File: config.mk
export PLATFORM = sky130hd
export DESIGN_NAME = memory_stall_controller
export DESIGN_NICKNAME = d
export VERILOG_FILES = /design/src/rtl/memory_stall_controller.sv
export SDC_FILE = /design/constraint.sdc
export NUM_CORES = 1
export LEC_CHECK = 0
export CORE_MARGIN = 2
export CORE_UTILIZATION = 24
export CTS_CLUSTER_DIAMETER = 30
export DETAILED_ROUTE_END_ITERATION = 6
export PLACE_DENSITY = 0.73
export SKIP_LAST_GASP = 1
export SLEW_MARGIN = 20
export SYNTH_ARGS = -nofsm -noshare
export SYNTH_HDL_FRONTEND = slang
export SYNTH_SLANG_ARGS = --single-unit
File: constraint.sdc
create_clock -name clk -period 1.65 [get_ports clk]
set_clock_uncertainty 0.15 [all_clocks]
set_input_delay 0.33 -clock clk [delete_from_list [all_inputs] [get_ports clk]]
set_output_delay 0.33 -clock clk [all_outputs]
set_load 0.005 [all_outputs]
File: src/rtl/memory_stall_controller.sv
// Data-memory request sequencer beside the execute stage: load/store handshake,
// pipeline stall/flush generation and stage-3 to execute forwarding selects.
module memory_stall_controller #(
  parameter int unsigned TIMEOUT = 8
) (
  input  logic        clk,
  input  logic        rst,
  input  logic [31:0] instruction_execute,
  input  logic        br_taken,
  input  logic        reg_write_memory_write,
  input  logic [4:0]  rd_memory_write,
  input  logic        dmem_ack,
  output logic        dmem_req,
  output logic        dmem_we,
  output logic        stall_fetch,
  output logic        stall_memory_write,
  output logic        flush,
  output logic        forward_a,
  output logic        forward_b,
  output logic        bus_error,
  output logic        busy
);

  typedef enum logic {IDLE, REQ} state_t;

  localparam logic [6:0] OP_LOAD  = 7'b0000011;
  localparam logic [6:0] OP_STORE = 7'b0100011;
  localparam logic [3:0] LAST_CNT = 4'(TIMEOUT - 1);

  state_t     state_q, state_d;
  logic [3:0] wait_cnt_q, wait_cnt_d;
  logic       dmem_we_q, dmem_we_d;

  logic       is_load, is_store, mem_op;
  logic       stall_raw, bus_error_raw, req_raw;
  logic       fwd_a_raw, fwd_b_raw;

  assign is_load  = (instruction_execute[6:0] == OP_LOAD);
  assign is_store = (instruction_execute[6:0] == OP_STORE);
  assign mem_op   = is_load | is_store;

  always_ff @(posedge clk) begin
    if (rst) begin
      state_q    <= IDLE;
      wait_cnt_q <= 4'd0;
      dmem_we_q  <= 1'b0;
    end else begin
      state_q    <= state_d;
      wait_cnt_q <= wait_cnt_d;
      dmem_we_q  <= dmem_we_d;
    end
  end

  always_comb begin
    state_d       = state_q;
    wait_cnt_d    = wait_cnt_q;
    dmem_we_d     = dmem_we_q;
    stall_raw     = 1'b0;
    bus_error_raw = 1'b0;
    req_raw       = 1'b0;
    case (state_q)
      IDLE: begin
        if (mem_op) begin
          stall_raw  = 1'b1;
          state_d    = REQ;
          dmem_we_d  = is_store;
          wait_cnt_d = 4'd0;
        end
      end
      REQ: begin
        req_raw = 1'b1;
        if (dmem_ack) begin
          state_d = IDLE;
        end else if (wait_cnt_q == LAST_CNT) begin
          // Abort: let the instruction retire rather than hang the pipeline.
          bus_error_raw = 1'b1;
          state_d       = IDLE;
        end else begin
          stall_raw  = 1'b1;
          wait_cnt_d = wait_cnt_q + 4'd1;
        end
      end
      default: state_d = IDLE;
    endcase
  end

  assign fwd_a_raw = reg_write_memory_write && (rd_memory_write != 5'd0) &&
                     (rd_memory_write == instruction_execute[19:15]);
  assign fwd_b_raw = reg_write_memory_write && (rd_memory_write != 5'd0) &&
                     (rd_memory_write == instruction_execute[24:20]);

  // Reset forces every output low, including the purely combinational ones.
  assign dmem_req           = ~rst & req_raw;
  assign busy               = ~rst & req_raw;
  assign dmem_we            = ~rst & dmem_we_q;
  assign stall_fetch        = ~rst & stall_raw;
  assign stall_memory_write = ~rst & stall_raw;
  assign flush              = ~rst & br_taken & ~stall_raw;
  assign bus_error          = ~rst & bus_error_raw;
  assign forward_a          = ~rst & fwd_a_raw;
  assign forward_b          = ~rst & fwd_b_raw;

endmodule

* After elaboration in Yosys (flattened, before gate mapping) *
Cells that the tools add are included.
Widths: inputs -> output; s select.

storage, ports and cells
  bits in registers = 6
  input bits = 42
  output and inout port bits = 9
  logic and storage cells = 42

cells by class
  $add $sub $neg = 1
  equality and inequality tests = 8
  mux-type cells = 12
  bitwise gates (word level) = 12
  reductions and logical operators = 6

operator list
  operator             count
  $mux 4               3
  $eq 5x5->1           2
  $and 1x1->1          8
  $pmux 4 s2           1
  $eq 7x2->1 const B   1
  $eq 7x6->1 const B   1
  $mux 1               7
  $ne 2x2->1 const B   3
  $reduce_bool 5->1    1
  $add 4x1->4 const B  1
  $eq 4x3->1 const B   1
  $logic_and 1x1->1    3
  $not 1->1            3
  $reduce_and 3->1     1
  $pmux 1 s2           1
  $reduce_and 2->1     1
  $or 1x1->1           1

* Longest topological paths before layout *
Gate-level depths: netlist (run 1).

  depth after elaboration = 6
  gate-level depth with buffers = 5
  gate-level depth less buffers = 4

* Worst setup path before layout (run 1) *
OpenSTA, ideal clock, no wires.

  path type = input port to output port
  start = input instruction_execute[3]
  end = output stall_memory_write
  data arrival time = 1,367 ps
  data required time = 1,170 ps
  slack = -197 ps
  stages = 4
  path buffers = 1
  cell sequence = or4_4 o22a_2 nor2_1 buf_4

between the ends
  longest elaborated chain between the ends = 5
  elaborated cells on any way between the ends = 6
  classes of those cells = eq/ne: 2; mux: 2; bitwise: 2

ends and longest elaborated chain
  element                                          RTL line  text
  start, declared                                  8         input logic [31:0] instruction_execute,
  $eq 7x2->1 / $eq 7x6->1 (equally long branches)  38, 39
  $or 1x1->1 (*)                                   40        assign mem_op = is_load | is_store;
  $mux 1 (*)                                       63        if (mem_op) begin
  $pmux 1 s2 (*)                                   61        case (state_q)
  $and 1x1->1 (*)                                  n/a
  end, declared                                    16        output logic stall_memory_write,

Every way passes the cells marked *; elsewhere a longest branch is shown, timed or not.

* Final worst setup path (run 1) *
  start = register wait_cnt_q[1]
  end = output stall_fetch

between the ends
  longest elaborated chain between the ends = 5

ends and longest elaborated chain
  element                 RTL line  text
  start, declared         31        logic [3:0] wait_cnt_q, wait_cnt_d;
  start signal, assigned  49        wait_cnt_q <= wait_cnt_d;
  $eq 4x3->1              74        end else if (wait_cnt_q == LAST_CNT) begin
  $mux 1                  74
  $mux 1                  72        if (dmem_ack) begin
  $pmux 1 s2              61
  $and 1x1->1             96        assign stall_fetch = ~rst & stall_raw;
  end, declared           15        output logic stall_fetch,

No other way between the ends.

==> results of run 1 <==
state kept, by name (all words and copies together), names as in the netlist:
signal	count
dmem_we_q	1
state_q	1
wait_cnt_q	4
cells in the final DEF, fill, tap and decap left out, types with 2 or more instances in the layout:
master and n:
or4_4 2, nor2_1 2, dlygate4sd2_1 11, buf_4 19, dfxtp_2 3, a21oi_1 4
o21ai_0 4, clkdlybuf4s50_1 7, dlymetal6s2s_1 2, or3_1 2, xor2_1 3, xnor2_1 5
nor2b_1 2, nor4_2 2, nor2b_4 2, nand3_1 3, clkbuf_4 3, clkdlybuf4s15_1 3
buf_2 7, dfxtp_1 3, buf_6 6
power breakdown:
part	switching, mW	leakage [nW]	internal, mW
clock	0.0566	0.0138	0.0826
combinational	0.0511	0.444	0.0921
sequential	0.000518	0.0499	0.146
routing by layer:
metal / up-vias / wire, um / share of wire [%]
met5: - / 0 / 0
met4: 0 / 25 / 1.4
met3: 2 / 173 / 10
li1: 320 / - / -
met1: 286 / 560 / 32
met2: 33 / 967 / 56
logic make-up after synthesis:
family          count (synthesis)  synth area share (%)
compound gates                 11                 13.33
buf+inv                         3                 3.998
mux                             1                 2.133
simple gates                   25                 33.60
flops                           6                 25.60
xor+xnor                       10                 18.67
fa+ha+maj                       1                 2.666
final cells by class:
class,instances,area share [%]
repair buffers,57,43.91
multi-input cells,48,39.59
flip-flops and latches,6,11.26
well taps,25,2.844
clock buffers,3,2.048
inverters,1,0.3413
through the flow:
stage / util (%) / worst slack (ns) / setup TNS (ns)
after floorplan: - / -0.1081 / -0.1386
after global routing: 61.68 / -0.3543 / -1.582
final: 61.68 / -0.3278 / -1.341
after CTS: 59.44 / -0.3556 / -1.400
after detailed placement: 53.19 / -0.9307 / -8.610
after global placement: 53.19 / -0.9154 / -8.385
worst max-delay path: cells and delay by family, from the launching register on:
kind	cells	cell delay, ns
AOI/OAI and AO/OA	1	0.23
buffers and inverters	2	0.24
adders and majority gates	1	0.15
and+or+nand+nor	2	0.29
DFF	1	0.33
repair_timing:
item | CTS | global route
resized for setup | 82 | 9
setup endpoints to repair | 15 | 9
buffers inserted | 5 | 4
endpoints found under the hold margin | 0 | 0
pin swaps | 17 | 14
worst max path at each step:
stage	from	end	slack, ns	depth (start not counted)
after detailed placement	instruction_execute[3]	stall_fetch	-0.93	5
after floorplan	instruction_execute[3]	stall_memory_write	-0.11	4
after global placement	instruction_execute[3]	stall_fetch	-0.92	5
final	wait_cnt_q[1]	stall_fetch	-0.33	6
after global routing	wait_cnt_q[1]	stall_memory_write	-0.35	6
after CTS	wait_cnt_q[1]	stall_fetch	-0.36	6
==> metrics.md, run 1 <==
| Metric | Value |
|---|---|
| Num rows | 15 |
| CP max stage cell | dfxtp_2 |
| Routed wire length | 1726 um |
| Clock transition at the registers of the reported paths | 0.06 ns |
| Largest net degree at the start of global routing | 5 |
| Die area | 2325 um^2 |
| Leak | 0.5079 nW |
| Crit path max fanout | 3 |
| Worst-Skew Late Latency | 0.25 ns |
| RSZ-0062 raised after global routing | true |
| Max-slew violations | 0 |
| Root Buffer | clkbuf_4 |
| Yosys warns | 0 |
| Crit path cell chain | ha_4, and3b_2, buf_6, o22a_4, nor2_4, buf_2 |
| Share of the yosys chip area belonging to registers | 25.60% |
| Vias in the first global route | 617 |
| Yosys cell types | 24 |
| Antenna violations before repair | 0 |
| Die Width | 48.22 um |
| CP Data Required Time | 1.17 ns |
| DP Area | 948.4 um^2 |
| Global-route met3 utilization | 3.704% |
| Initial Utilization | 26.32% |
| R2r endpoint | wait_cnt_q[1] |
| Via density | 4.579 |
| Global routing usage on met1 | 13.50% |
| Max Buffers Root-to-Sink | 2 |
| Reg-to-Reg Start | wait_cnt_q[1] |
| Top_reg_cell synth | dfxtp_1 |
| Layout area overhead | 134.4% |
| Fin cells | 140 |
| VDD IR max | 201.9 uV |
| Startpoint types | flip-flop |
| R2r worst-path depth | 7 |
| FF-to-FF setup slack | -0.02 ns |
| Final setup margin | -0.3278 ns |
| Hpwl dp | 1254 um |
| Number of flops mapped to enable cells by yosys | 0 |
| Synth cell count leaders | dfxtp_1, xnor2_1, o21ai_0 |
| DRC Markers | 0 |
| Diode count | 0 |
| Total power | 0.4286 mW |
| Worst Min Path Start | dmem_we_q |
| Reg area | 123.9 um^2 |
| Worst setup EP type | output pin |
| WHS Endpoint | dmem_we_q |
| Final hold violations | 0 |
| Post-Syn Instances | 57 |
| Outcome | finished, violations left |
| Share of the synthesized area in the top cell type | 25.60% |
| IO Port Bufs | 35 |
| CTS tree | built |
| Register bit total from synthesis | 6 |
| Busiest layer in global routing | met2 |
| Hold_buf cts | 0 |
| Tightest Pin Transition | 0.2689 ns |
| Clock Sinks | 6 |
| Die Y | 48.22 um |
| Total GRT Usage | 15.15% |
| Layout Nets | 160 |
| IO Count | 51 |
| Pwr per Cell Area | 389.7 nW/um^2 |
| Synth async-reset ratio | 0% |
| Avg Inst Size Synth | 8.232 um^2 |
| Cell area after synthesis | 469.2 um^2 |
| Synth top area cells | dfxtp_1, xnor2_1, xor2_1 |
| Drt first-iter violations | 7 |
| Hold_ws | 0.3229 ns |
| Pre-antenna DRT Iters | 4 |
| Layout cells sized above 1 | 47.83% |
| Fillers | 163 |
| Routed wire per std cell | 12.33 um |
| # setup viols final | 7 |
| Hold path depth | 2 |
| Final Cell Area | 1100 um^2 |
| DR vias | 641 |
| Final period util | 119.9% |
| Post-DRT Antenna Nets | 0 |
| Area of the multi-input gates | 435.4 um^2 |
| Routing usage on met2 | 31.58% |
| Minimum clock period | 1.978 ns |
| Synth area leader | dfxtp_1 |
| H-tree depth | 1 |
| Failing checks | negative setup slack |
| Maxcap violations | 0 |
| First-pass GRT wire length | 2435 um |
| Critical setup path kind | reg2out |
| HP Class | reg2reg |
| CP arrival | 1.50 ns |
| Placed Cells | 128 |
| Final GP Congestion | 0.7622 |
| FMAX | 505.6 MHz |
| TritonCTS buffer count | 3 |
| Critical Path Max Stage Delay | 0.33 ns |
| Syn nets | 100 |
| Worst rel slew slack | 81.93% |
| Core area | 1783 um^2 |
| Total gr overflow | 0 |
(Power assumes the default switching activity.)
==> run 2, diff against run 1 <==
CORE_MARGIN = unset   (was 2)
CORE_UTILIZATION = 25   (was 24)
CTS_BUF_LIST = sky130_fd_sc_hd__clkbuf_8   (was unset)
HOLD_SLACK_MARGIN = 0.15   (was unset)
PLACE_DENSITY = 0.76   (was 0.73)
==> run 2 against run 1 <==
- the flow still finishes with violations (negative setup slack)
- cell count rose by 3.6%
- first-iteration DRC count down 57%
- die area shrank 12%
- utilization rose by 3.7 points
- register-to-register slack better by 0.10 ns
- non-clock buffer count rose by 5
- sequential share of layout area shrank 0.19 points
- global-route usage grew 4.0 points
- hold slack lost 0.0035 ns
- sequential power barely moved
- critical path type is now in2out
- critical endpoint is now stall_memory_write
==> metrics.md, run 2 (synthesis gave the netlist of run 1 again) <==
| Metric | Value |
|---|---|
| Hold_buf cts | 0 (unchanged) |
| Biggest register | wait_cnt_q (unchanged) |
| Worst rel slew slack | 81.64% (was 81.93%) |
| Hold_ws | 0.3194 ns (was 0.3229 ns) |
| DRC Markers | 0 (unchanged) |
| Worst setup EP type | output pin (unchanged) |
| CTS tree | built (unchanged) |
| Core area | 1745 um^2 (was 1783 um^2) |
| Critical setup path kind | in2out (was reg2out) |
| # setup viols final | 6 (was 7) |
| Worst Min Path Start | dmem_we_q (unchanged) |
| CP max stage cell | or4_4 (was dfxtp_2) |
| Die Width | 45.32 um (was 48.22 um) |
| Failing checks | negative setup slack (unchanged) |
| Clock Sinks | 6 (unchanged) |
| Critical Path Max Stage Delay | 0.46 ns (was 0.33 ns) |
| Antenna violations before repair | 0 (unchanged) |
| Crit path max-delay family | simple AND/OR/NAND/NOR gates (was flip-flops) |
| IO Count | 51 (unchanged) |
| Total GRT Usage | 19.11% (was 15.15%) |
| Maxcap violations | 0 (unchanged) |
| Routed wire length | 1710 um (was 1726 um) |
| Commonest non-fill, non-tap cell in the layout | buf_4 (unchanged) |
| Layout area overhead | 143.2% (was 134.4%) |
| Tightest Pin Transition | 0.2745 ns (was 0.2689 ns) |
| Max-slew violations | 0 (unchanged) |
| Max FFs per register | 4 (unchanged) |
| DP Worst Slack | -0.9212 ns (was -0.9307 ns) |
| H-tree depth | 1 (unchanged) |
| Hold path depth | 2 (unchanged) |
| Largest net degree at the start of global routing | 7 (was 5) |
| Placed Cells | 132 (was 128) |
| IO Port Bufs | 35 (unchanged) |
| Layout cells sized above 1 | 50.00% (was 47.83%) |
| Via density | 4.669 (was 4.579) |
| Layout Nets | 165 (was 160) |
| Routed wire per std cell | 11.79 um (was 12.33 um) |
| Worst-Skew Late Latency | 0.22 ns (was 0.25 ns) |
| Die area | 2054 um^2 (was 2325 um^2) |
| Final period util | 116.9% (was 119.9%) |
| First-pass GRT wire length | 2766 um (was 2435 um) |
| Max Buffers Root-to-Sink | 2 (unchanged) |
| CP arrival | 1.45 ns (was 1.50 ns) |
| Pre-antenna DRT Iters | 4 (unchanged) |
| Reg-to-Reg Start | state_q (was wait_cnt_q[1]) |
| Minimum clock period | 1.929 ns (was 1.978 ns) |
| Root Buffer | clkbuf_8 (was clkbuf_4) |
| RSZ-0062 raised after global routing | true (unchanged) |
| Clock transition at the registers of the reported paths | 0.04 ns (was 0.06 ns) |
| Outcome | finished, violations left (unchanged) |
| Largest regs | wait_cnt_q (4), dmem_we_q (1), state_q (1) (unchanged) |
| Num rows | 15 (unchanged) |
| Fin cells | 145 (was 140) |
| R2r worst-path depth | 5 (was 7) |
| WHS Endpoint | dmem_we_q (unchanged) |
| Crit path cell chain | dlygate4sd2_1, or4_4, o22a_4, nor2_4, buf_2 (was ha_4, and3b_2, buf_6, o22a_4, nor2_4, buf_2) |
| Hpwl dp | 1230 um (was 1254 um) |
| Fillers | 157 (was 163) |
| Bufs and invs on worst path | 2 (unchanged) |
| Leak | 0.5419 nW (was 0.5079 nW) |
| Commonest cells after routing, fill and taps aside | buf_4, dlygate4sd2_1, buf_2 (was buf_4, dlygate4sd2_1, clkdlybuf4s50_1, buf_2, buf_6) |
| Die Y | 45.32 um (was 48.22 um) |
| Number of cells on the critical path | 5 (was 6) |
| FF-to-FF setup slack | 0.08 ns (was -0.02 ns) |
| DP Area | 978.4 um^2 (was 948.4 um^2) |
| VDD IR max | 252.6 uV (was 201.9 uV) |
| Final hold violations | 0 (unchanged) |
| Final GP Congestion | 0.8238 (was 0.7622) |
| Vias in the first global route | 734 (was 617) |
| Reg area | 126.4 um^2 (was 123.9 um^2) |
| Drt first-iter violations | 3 (was 7) |
| Pwr per Cell Area | 449.5 nW/um^2 (was 389.7 nW/um^2) |
| Post-DRT Antenna Nets | 0 (unchanged) |
| Diode count | 0 (unchanged) |
| Total gr overflow | 0 (unchanged) |
| FMAX | 518.3 MHz (was 505.6 MHz) |
| Fin util | 65.38% (was 61.68%) |
| Area of the multi-input gates | 426.7 um^2 (was 435.4 um^2) |
| Final setup margin | -0.2792 ns (was -0.3278 ns) |
| TritonCTS buffer count | 3 (unchanged) |
| Final Cell Area | 1141 um^2 (was 1100 um^2) |
| CP Data Required Time | 1.17 ns (about the same) |
| HP Class | reg2reg (unchanged) |
| Crit path max fanout | 4 (was 3) |
| Total power | 0.5129 mW (was 0.4286 mW) |
| R2r endpoint | dmem_we_q (was wait_cnt_q[1]) |
| Final TNS setup | -1.370 ns (was -1.341 ns) |
| Startpoint types | input pin (was flip-flop) |
| DR vias | 677 (was 641) |
| Initial Utilization | 26.88% (was 26.32%) |
[run 2: changes by cell type in the layout (fill, tap and decap cells not counted), moves of 2 or more]
cell | before | now
buf_4 | 19 | 24
clkbuf_4 | 3 | 0
nor4_2 | 2 | 0
clkbuf_8 | 0 | 3
buf_2 | 7 | 10
buf_6 | 6 | 4
[run 2: metal layers]
layer  GRT usage [%]  vias to the layer above  wire (um)
met1           15.94                      311        595
li1                -                      333          -
met5               0                        -          0
met2           41.74                       30        973
met3           4.400                        3        122
met4           6.061                        0         19
[run 2: worst max-delay path by stage]
stage	startpoint	to
2_1_floorplan	instruction_execute[3]	stall_memory_write
3_3_place_gp	instruction_execute[3]	stall_fetch
3_5_place_dp	instruction_execute[3]	stall_memory_write
4_1_cts	wait_cnt_q[1]	stall_memory_write
5_1_grt	wait_cnt_q[1]	stall_fetch
6_report	instruction_execute[3]	stall_memory_write
[run 2: final cells by class]
class                      instances  area share (%)
timing repair buffer              62           44.85
multi-input combinational         48           37.39
tap                               25           2.741
clock buffer                       3           3.618
sequential                         6           11.07
inverter                           1          0.3289
[run 2: tightest hold or removal path, stage by stage, from the launching register on]
cell	delay, ns
dfxtp_1	0.29
o21ai_0	0.07
a21oi_1	0.06
[run 2: timing repair]
action                                  4_1_cts  5_1_grt
pin swaps                                    18       10
endpoints found under the setup margin       15        8
resized for setup                            84       15
buffers inserted                              7        5
[run 2: power by group]
| part | switching (mW) | internal [mW] | leakage, nW |
|---|---|---|---|
| combinational | 0.0525 | 0.0924 | 0.470 |
| sequential | 0.000337 | 0.145 | 0.0502 |
| clock | 0.0659 | 0.157 | 0.0216 |
==> run 3, diff against run 2 <==
SKIP_LAST_GASP = unset   (was 1)
==> run 3 against run 2 <==
- the flow still finishes with violations (negative setup slack)
- worst setup slack is essentially flat
- routed wire length shrank 0.47%
- combinational power shrank 6%
- flip-flop and latch count is the same
- critical endpoint unchanged
- largest cell class unchanged
- highest routed layer unchanged
==> metrics.md, run 3 (synthesis gave the netlist of run 1 again) <==
| Metric | Value |
|---|---|
| Critical setup path kind | reg2out (was in2out) |
| Tightest Pin Transition | 0.2310 ns (was 0.2745 ns) |
| CP Data Required Time | 1.17 ns (about the same) |
| Final period util | 116.9% (about the same) |
| Commonest cells after routing, fill and taps aside | buf_4, buf_2, dlygate4sd2_1 (was buf_4, dlygate4sd2_1, buf_2) |
| FMAX | 518.4 MHz (was 518.3 MHz) |
| Maxcap violations | 0 (unchanged) |
| Fin cells | 144 (was 145) |
| Biggest register | wait_cnt_q (unchanged) |
| H-tree depth | 1 (unchanged) |
| Routed wire length | 1702 um (was 1710 um) |
| Final setup margin | -0.2789 ns (was -0.2792 ns) |
| DRC Markers | 0 (unchanged) |
| Routed wire per std cell | 11.82 um (was 11.79 um) |
| Startpoint types | flip-flop (was input pin) |
| IO Count | 51 (unchanged) |
| Core area | 1745 um^2 (unchanged) |
| Total power | 0.5058 mW (was 0.5129 mW) |
| Total GRT Usage | 19.19% (was 19.11%) |
| Initial Utilization | 26.88% (unchanged) |
| Antenna violations before repair | 0 (unchanged) |
| Layout Nets | 164 (was 165) |
| IO Port Bufs | 35 (unchanged) |
| Worst-Skew Late Latency | 0.22 ns (about the same) |
| HP Class | reg2reg (unchanged) |
| DP Worst Slack | -0.9212 ns (unchanged) |
| VDD IR max | 237.5 uV (was 252.6 uV) |
| DP Area | 978.4 um^2 (unchanged) |
| Clock transition at the registers of the reported paths | 0.04 ns (about the same) |
| Fin util | 64.16% (was 65.38%) |
| Die Y | 45.32 um (unchanged) |
| Vias in the first global route | 731 (was 734) |
| Die area | 2054 um^2 (unchanged) |
| First-pass GRT wire length | 2780 um (was 2766 um) |
| RSZ-0062 raised after global routing | true (unchanged) |
| Hold_ws | 0.3194 ns (about the same) |
| DR vias | 667 (was 677) |
| Largest net degree at the start of global routing | 7 (unchanged) |
| Drt first-iter violations | 3 (unchanged) |
| Diode count | 0 (unchanged) |
| Hold_buf cts | 0 (unchanged) |
| Max FFs per register | 4 (unchanged) |
| Hold path depth | 2 (unchanged) |
| Final TNS setup | -1.316 ns (was -1.370 ns) |
| Post-DRT Antenna Nets | 0 (unchanged) |
| Crit path max fanout | 3 (was 4) |
| Reg-to-Reg Start | state_q (unchanged) |
| Layout area overhead | 138.7% (was 143.2%) |
| Final hold violations | 0 (unchanged) |
| R2r endpoint | dmem_we_q (unchanged) |
| Die Width | 45.32 um (unchanged) |
| Max Buffers Root-to-Sink | 2 (unchanged) |
| WHS Endpoint | dmem_we_q (unchanged) |
| Root Buffer | clkbuf_8 (unchanged) |
| Layout cells sized above 1 | 51.26% (was 50.00%) |
| Largest regs | wait_cnt_q (4), dmem_we_q (1), state_q (1) (unchanged) |
| Total gr overflow | 0 (unchanged) |
| Worst rel slew slack | 84.47% (was 81.64%) |
| Pre-antenna DRT Iters | 4 (unchanged) |
| Commonest non-fill, non-tap cell in the layout | buf_4 (unchanged) |
| CTS tree | built (unchanged) |
| Max-slew violations | 0 (unchanged) |
| TritonCTS buffer count | 3 (unchanged) |
| FF-to-FF setup slack | 0.08 ns (about the same) |
| Pwr per Cell Area | 451.7 nW/um^2 (was 449.5 nW/um^2) |
| # setup viols final | 6 (unchanged) |
| Worst Min Path Start | dmem_we_q (unchanged) |
| Via density | 4.632 (was 4.669) |
| CP arrival | 1.45 ns (about the same) |
| Final Cell Area | 1120 um^2 (was 1141 um^2) |
| Final GP Congestion | 0.8238 (unchanged) |
| Placed Cells | 132 (unchanged) |
| Outcome | finished, violations left (unchanged) |
| Leak | 0.5413 nW (was 0.5419 nW) |
| R2r worst-path depth | 5 (unchanged) |
| Failing checks | negative setup slack (unchanged) |
| Num rows | 15 (unchanged) |
| Clock Sinks | 6 (unchanged) |
| Hpwl dp | 1230 um (unchanged) |
| Worst setup EP type | output pin (unchanged) |
| Minimum clock period | 1.929 ns (about the same) |
## run 3: area by class of cell
| type | count | area [um^2] |
|---|---|---|
| multi-input cells | 48 | 425.4 |
| flip-flops and latches | 6 | 126.4 |
| repair buffers | 61 | 491.7 |
| well taps | 25 | 31.28 |
| inverters | 1 | 3.754 |
| fillers | 161 | 625.6 |
| clock buffers | 3 | 41.29 |
## run 3: worst max-delay path by stage
stage | start | to | slack (ns) | cells after the start
after floorplan | instruction_execute[3] | stall_memory_write | -0.11 | 4
after global placement | instruction_execute[3] | stall_fetch | -0.91 | 5
after detailed placement | instruction_execute[3] | stall_memory_write | -0.92 | 5
after CTS | wait_cnt_q[1] | stall_memory_write | -0.33 | 6
after global routing | wait_cnt_q[1] | stall_fetch | -0.31 | 6
final | wait_cnt_q[1] | stall_memory_write | -0.28 | 6
## run 3: layer usage
layer	wire, um	vias up	track usage (%)	share of wire [%]
li1	-	328	-	-
met1	611	306	16.18	36
met2	949	30	41.74	56
met3	120	3	4.400	7.1
met4	19	0	6.061	1.1
met5	0	-	0	0
## run 3: power by group
part / switching, mW / internal (mW)
Sequential: 0.000346 / 0.145
Clock: 0.0663 / 0.157
Combinational: 0.0500 / 0.0872
Total: 0.117 / 0.389
## run 3: worst max-delay path, stage by stage (launching register included)
cell     delay (ns)
dfxtp_2        0.33
ha_4           0.15
and3b_2        0.20
buf_6          0.12
o22a_4         0.23
nor2_4         0.07
buf_2          0.11
## run 3: timing repair
action / 4_1_cts / 5_1_grt
pin swaps: 18 / 10
resized for setup: 89 / 11
gates cloned: 0 / 0
buffers inserted: 7 / 4
endpoints found under the setup margin: 15 / 8
endpoints found under the hold margin: 0 / 0
